<file path="config.mk">
export PLATFORM = sky130hd
export DESIGN_NAME = ram_access_ctrl
export DESIGN_NICKNAME = d
export VERILOG_FILES = /design/src/rtl/ram_access_ctrl.sv
export SDC_FILE = /design/constraint.sdc
export NUM_CORES = 1
export LEC_CHECK = 0
export ABC_CLOCK_PERIOD_IN_PS = 2300
export CELL_PAD_IN_SITES_DETAIL_PLACEMENT = 0
export CELL_PAD_IN_SITES_GLOBAL_PLACEMENT = 1
export CORE_MARGIN = 1.5
export CORE_UTILIZATION = 34
export DETAILED_ROUTE_END_ITERATION = 12
export PLACE_DENSITY_LB_ADDON = 0.3
export SLEW_MARGIN = 20
export SYNTH_ARGS = -nofsm -noshare
export SYNTH_HDL_FRONTEND = slang
export SYNTH_SLANG_ARGS = --single-unit
</file>
<file path="constraint.sdc">
create_clock -name clk -period 2.3 [get_ports clk]
set_input_delay 0.46 -clock clk [delete_from_list [all_inputs] [get_ports clk]]
set_output_delay 0.46 -clock clk [all_outputs]
set_load 0.1 [all_outputs]
</file>
<file path="src/rtl/ram_access_ctrl.sv">
// ---------------------------------------------------------------------------
// ram_access_ctrl
//
// Sequences single load/store requests into a synchronous-read block RAM.
// One transaction is outstanding at a time. Stores issue one RAM write and
// produce no response. Loads wait out the RAM read latency, capture the data
// and hold it on the response port until it is consumed.
//
// Optional feature (compile-time macro RAM_CLEAR_ON_RESET_EN):
//   When defined, reset enters a CLEAR state that writes zero to every RAM
//   address (0 .. 2**ADDR_W-1, one write per cycle) before going to IDLE.
//   When undefined, reset enters IDLE directly.
//
// Parameters:
//   ADDR_W      RAM address width (depth = 2**ADDR_W)
//   DATA_W      RAM data width
//   RD_LATENCY  cycles from the RAM sampling edge to ram_dout valid (1 or 2)
//
// Ports:
//   clk, reset            single rising-edge clock, async active-high reset
//   req_valid/req_ready   request handshake; req_we=1 store, 0 load
//   req_addr, req_wdata   request address and store data
//   rsp_valid/rsp_ready   load-data handshake, rsp_rdata is the load data
//   ram_en, ram_we        registered RAM enable / write enable
//   ram_addr, ram_din     registered RAM address / write data
//   ram_dout              RAM read data
//   busy                  controller is not in IDLE
// ---------------------------------------------------------------------------
module ram_access_ctrl #(
  parameter int ADDR_W     = 4,
  parameter int DATA_W     = 4,
  parameter int RD_LATENCY = 1
) (
  input  logic              clk,
  input  logic              reset,
  input  logic              req_valid,
  output logic              req_ready,
  input  logic              req_we,
  input  logic [ADDR_W-1:0] req_addr,
  input  logic [DATA_W-1:0] req_wdata,
  output logic              rsp_valid,
  input  logic              rsp_ready,
  output logic [DATA_W-1:0] rsp_rdata,
  output logic              ram_en,
  output logic              ram_we,
  output logic [ADDR_W-1:0] ram_addr,
  output logic [DATA_W-1:0] ram_din,
  input  logic [DATA_W-1:0] ram_dout,
  output logic              busy
);

  typedef enum logic [2:0] {
    S_IDLE,
    S_ISSUE,
    S_WAIT,
    S_RESP
`ifdef RAM_CLEAR_ON_RESET_EN
    , S_CLEAR
`endif
  } state_e;

`ifdef RAM_CLEAR_ON_RESET_EN
  localparam state_e RESET_STATE = S_CLEAR;
`else
  localparam state_e RESET_STATE = S_IDLE;
`endif

  // The WAIT state counts down from RD_LATENCY-1; RD_LATENCY is 1 or 2.
  localparam logic [1:0] LAT_INIT = 2'(RD_LATENCY - 1);

  state_e              state_q, state_d;
  logic [1:0]          lat_cnt_q, lat_cnt_d;
  logic                ram_en_q, ram_en_d;
  logic                ram_we_q, ram_we_d;
  logic [ADDR_W-1:0]   ram_addr_q, ram_addr_d;
  logic [DATA_W-1:0]   ram_din_q, ram_din_d;
  logic                rsp_valid_q, rsp_valid_d;
  logic [DATA_W-1:0]   rsp_rdata_q, rsp_rdata_d;
  logic                accept;

`ifdef RAM_CLEAR_ON_RESET_EN
  logic [ADDR_W-1:0]   clr_cnt_q, clr_cnt_d;
  logic                clr_last;

  // The write to the top address is on the RAM pins; its sampling edge ends
  // the clear sweep.
  assign clr_last = ram_en_q && (ram_addr_q == '1);
`endif

  assign accept = req_valid && req_ready;

  // -------------------------------------------------------------------------
  // State register
  // -------------------------------------------------------------------------
  // NOTE: sequential state is updated with non-blocking assignments so every
  // register samples the pre-edge values regardless of block ordering.
  always_ff @(posedge clk or posedge reset) begin
    if (reset) begin
      state_q <= RESET_STATE;
    end else begin
      state_q <= state_d;
    end
  end

  // -------------------------------------------------------------------------
  // Next-state logic
  // -------------------------------------------------------------------------
  // NOTE: every combinational output gets a default first, so no path leaves
  // it unassigned and no latch is inferred.
  always_comb begin
    state_d = state_q;
    case (state_q)
      S_IDLE:  if (accept) state_d = S_ISSUE;
      // ram_we_q still holds the request type during ISSUE.
      S_ISSUE: state_d = ram_we_q ? S_IDLE : S_WAIT;
      S_WAIT:  if (lat_cnt_q == 2'd0) state_d = S_RESP;
      S_RESP:  if (rsp_ready) state_d = S_IDLE;
`ifdef RAM_CLEAR_ON_RESET_EN
      S_CLEAR: if (clr_last) state_d = S_IDLE;
`endif
      default: state_d = RESET_STATE;
    endcase
  end

  // -------------------------------------------------------------------------
  // Output decode
  // -------------------------------------------------------------------------
  always_comb begin
    req_ready = 1'b0;
    busy      = 1'b1;
    if (state_q == S_IDLE) begin
      req_ready = 1'b1;
      busy      = 1'b0;
    end
  end

  // -------------------------------------------------------------------------
  // Datapath next values (RAM pins, response, counters)
  // -------------------------------------------------------------------------
  always_comb begin
    ram_en_d    = 1'b0;
    ram_we_d    = 1'b0;
    ram_addr_d  = ram_addr_q;
    ram_din_d   = ram_din_q;
    rsp_valid_d = rsp_valid_q;
    rsp_rdata_d = rsp_rdata_q;
    lat_cnt_d   = lat_cnt_q;
`ifdef RAM_CLEAR_ON_RESET_EN
    clr_cnt_d   = clr_cnt_q;
`endif
    case (state_q)
      S_IDLE: begin
        if (accept) begin
          ram_en_d   = 1'b1;
          ram_we_d   = req_we;
          ram_addr_d = req_addr;
          ram_din_d  = req_wdata;
        end
      end
      S_ISSUE: begin
        if (!ram_we_q) lat_cnt_d = LAT_INIT;
      end
      S_WAIT: begin
        if (lat_cnt_q != 2'd0) begin
          lat_cnt_d = lat_cnt_q - 2'd1;
        end else begin
          rsp_valid_d = 1'b1;
          rsp_rdata_d = ram_dout;
        end
      end
      S_RESP: begin
        if (rsp_ready) rsp_valid_d = 1'b0;
      end
`ifdef RAM_CLEAR_ON_RESET_EN
      S_CLEAR: begin
        if (!clr_last) begin
          ram_en_d   = 1'b1;
          ram_we_d   = 1'b1;
          ram_din_d  = '0;
          ram_addr_d = clr_cnt_q;
          clr_cnt_d  = clr_cnt_q + 1'b1;
        end
      end
`endif
      default: ;
    endcase
  end

  always_ff @(posedge clk or posedge reset) begin
    if (reset) begin
      ram_en_q    <= 1'b0;
      ram_we_q    <= 1'b0;
      ram_addr_q  <= '0;
      ram_din_q   <= '0;
      rsp_valid_q <= 1'b0;
      rsp_rdata_q <= '0;
      lat_cnt_q   <= 2'd0;
`ifdef RAM_CLEAR_ON_RESET_EN
      clr_cnt_q   <= '0;
`endif
    end else begin
      ram_en_q    <= ram_en_d;
      ram_we_q    <= ram_we_d;
      ram_addr_q  <= ram_addr_d;
      ram_din_q   <= ram_din_d;
      rsp_valid_q <= rsp_valid_d;
      rsp_rdata_q <= rsp_rdata_d;
      lat_cnt_q   <= lat_cnt_d;
`ifdef RAM_CLEAR_ON_RESET_EN
      clr_cnt_q   <= clr_cnt_d;
`endif
    end
  end

  assign ram_en    = ram_en_q;
  assign ram_we    = ram_we_q;
  assign ram_addr  = ram_addr_q;
  assign ram_din   = ram_din_q;
  assign rsp_valid = rsp_valid_q;
  assign rsp_rdata = rsp_rdata_q;

endmodule

</file>
==> results.tsv <==
stage	metric	value	unit
place	Place WS	0.677	ns
grt	global-route wire length before repair	2590	um
floorplanning	DIE AREA	2750	sq um
clock_tree	CTS tree	done	
sta	minimum clock period	1.81	ns
synthesis	Post-synth top cells	19 x dfrtp_1, 8 x mux2_4, 5 x nand2_1, 4 x a21oi_1, 4 x mux2_2	
synthesis	Async SR Flop Fraction	100	%
layout	area grow syn2layout	40.6	%
place	port buffer count	33	
synthesis	Cell variety after synth	21	
sta	Worst Clk Skew	0.00191	ns
detailed_routing	TritonRoute pass-1 iters	4	
clock_tree	post-CTS sizing	0	
critical_path	critical path endpoint category	primary output	
synthesis	post-synthesis register bit count	19	
flow_run	Max Cap Viol	0	
sta	Fmax	554	MHz
synthesis	sequential element share of the synthesized area	57.3	%
synthesis	Post-Syn Instances	61	
grt	initial antenna violation count	0	
sta	Fin. Hold Viols	0	
grt	M1 GR Usage	15.8	%
layout	Final Net Count	115	
detailed_routing	DRT Wirelength	1530	um
sta	relative slew slack	53.7	%
synthesis	Mapped Nets	79	
min_path	Hold Path Cell Cnt	1	
sta	Setup TNS Final	0	ns
grt	total track usage	13.0	%
synthesis	cell taking the most area after synthesis	dfrtp_1	
synthesis	mapped cell area	830	sq um
sta	setup violators final	0	
layout	multi-input logic area	314	sq um
synthesis	Main synth FF type	dfrtp_1	
synthesis	number of synthesis warnings	0	
sta	final worst setup slack	0.494	ns
outcome	status	complete, no violations	
clock_tree	hold buffers post-CTS	0	
detailed_routing	routed vias	571	
critical_path	worst setup path end	req_ready	
layout	share of cells above drive strength 1	39.6	%
sta	period utilization	78.5	%
grt	GR Util met2	21.0	%
clock_tree	CTS sink count	19	
clock_tree	Worst-path clk slew	0.10	ns
synthesis	syn_area_per_cell	13.6	sq um
detailed_routing	# DRC	0	
floorplanning	Die Width	52.4	um
layout	Seq. cell area	475	sq um
floorplanning	Starting Density	36.8	%
synthesis	post-synth top area share	57.3	%
synthesis	synth top area cells	dfrtp_1 57%, mux2_4 14%, mux2_2 5.4%	
sta	worst slew pin tran	0.694	ns
clock_tree	setup bufs post-CTS	0	
clock_tree	Clock Tree Buf Depth	2	
place	gp weighted congestion	0.623	
grt	GR peak layer	met2	
place	DP Wirelength	1180	um
detailed_routing	vias per cell	4.60	
sta	Pins Over Slew Limit	0	
detailed_routing	routed length per instance	12.3	um
critical_path	RR Endpoint	ram_din[2]	
clock_tree	Worst-Skew Late Latency	0.28	ns
critical_path	r2r setup slk	0.74	ns
synthesis	number of synthesized flops with an enable pin	0	
grt	grt ovf	0	
grt	met3 Use GR	1.71	%
layout	FILL cells	220	
detailed_routing	1st-iter DRT viols	4	
grt	maximum number of pins on one net before global-route repair	20	
critical_path	CP arrival	1.35	ns
critical_path	crit-path max FO	11	
grt	vias in the first global route	595	
clock_tree	H-tree Lvls	1	
critical_path	worst reg2reg path depth	4	
floorplanning	num ports	34	
synthesis	most frequent cell after synthesis	dfrtp_1	
floorplanning	Core Area	2250	sq um
detailed_routing	DRT antenna net count	0	
critical_path	Reg-to-Reg Start	state_q[1]	
critical_path	launch point of the worst path	state_q[1]	
critical_path	Setup CP Type	register to primary output	
critical_path	WP data required	1.84	ns
sta	unrepaired setup endpoints after global routing	false	
floorplanning	row count	17	
clock_tree	TritonCTS Buffers	3	
critical_path	crit start category	register	
floorplanning	Die Ht	52.4	um
min_path	worst hold path type	register to register	
layout	# diodes	0	
clock_tree	CTS root buf	clkbuf_4	
[worst max-delay path, cell delays in order, from the launching register on]
cell and delay [ns]:
dfrtp_1 0.50, or2_4 0.30, inv_2 0.08, buf_12 0.17
[routing by layer]
metal  share of wire [%]  wire (um)
met5                   0          0
met4                 1.8         27
met3                 4.7         72
met2                  48        738
met1                  45        689
[kinds of logic after synthesis]
group | Yosys count | share of synthesized area (%)
buffers and inverters | 6 | 4.83
DFF | 19 | 57.3
AOI/OAI and AO/OA | 7 | 4.68
muxes | 13 | 21.1
and+or+nand+nor | 15 | 10.6
adders and majority gates | 1 | 1.51
[placed cells by master (no fill, tap or decap)]
cell type,netlist,routed
a21o_2,1,1
a21oi_1,4,4
and2_4,1,1
and3_2,1,1
and4bb_2,1,1
buf_12,1,1
buf_4,0,16
clkbuf_1,0,1
clkbuf_4,0,3
clkdlybuf4s50_1,0,16
dfrtp_1,19,19
ha_1,1,1
inv_1,3,3
inv_2,1,1
mux2_2,4,4
mux2_4,8,8
mux2i_1,1,1
nand2_1,5,5
nand3b_1,1,1
nor2_1,3,3
nor3_1,1,1
o21ai_0,2,2
or2_4,1,1
or2b_1,1,1
[worst min path at each step]
| stage | startpoint | to | slack (ns) |
|---|---|---|---|
| after floorplan | reset | lat_cnt_q[0] | 0.41 |
| after global placement | rsp_valid | rsp_valid | 0.49 |
| after detailed placement | rsp_rdata[0] | rsp_rdata[0] | 0.50 |
| after CTS | rsp_rdata[0] | rsp_rdata[0] | 0.52 |
| after global routing | rsp_rdata[0] | rsp_rdata[0] | 0.53 |
| final | rsp_rdata[3] | rsp_rdata[3] | 0.52 |
[layout make-up]
| cell class | count | area share [%] |
|---|---|---|
| sequential | 19 | 40.8 |
| multi-input combinational | 36 | 26.9 |
| timing repair buffer | 33 | 25.8 |
| tap | 28 | 3.00 |
| clock buffer | 4 | 2.25 |
| inverter | 4 | 1.29 |
[metrics by stage]
stage	instance area (sq um)	hold WS [ns]	util, %	std cells
after floorplan	830	0.411	-	61
after global placement	1140	0.485	50.6	120
after detailed placement	1140	0.497	50.6	120
after CTS	1170	0.521	51.7	124
after global routing	1170	0.532	51.7	124
final	1170	0.519	51.7	124
[state kept, by name, summed over array words and instances, names as in the netlist]
| name | cells |
|---|---|
| rsp_valid | 1 |
| rsp_rdata | 4 |
| state_q | 2 |
| lat_cnt_q | 2 |
| ram_din | 4 |
| ram_en | 1 |
| ram_addr | 4 |
| ram_we | 1 |
Power is left out: the tool's default activity adds up to more than one toggle a clock period on the data nets, which glitch-free logic cannot reach.
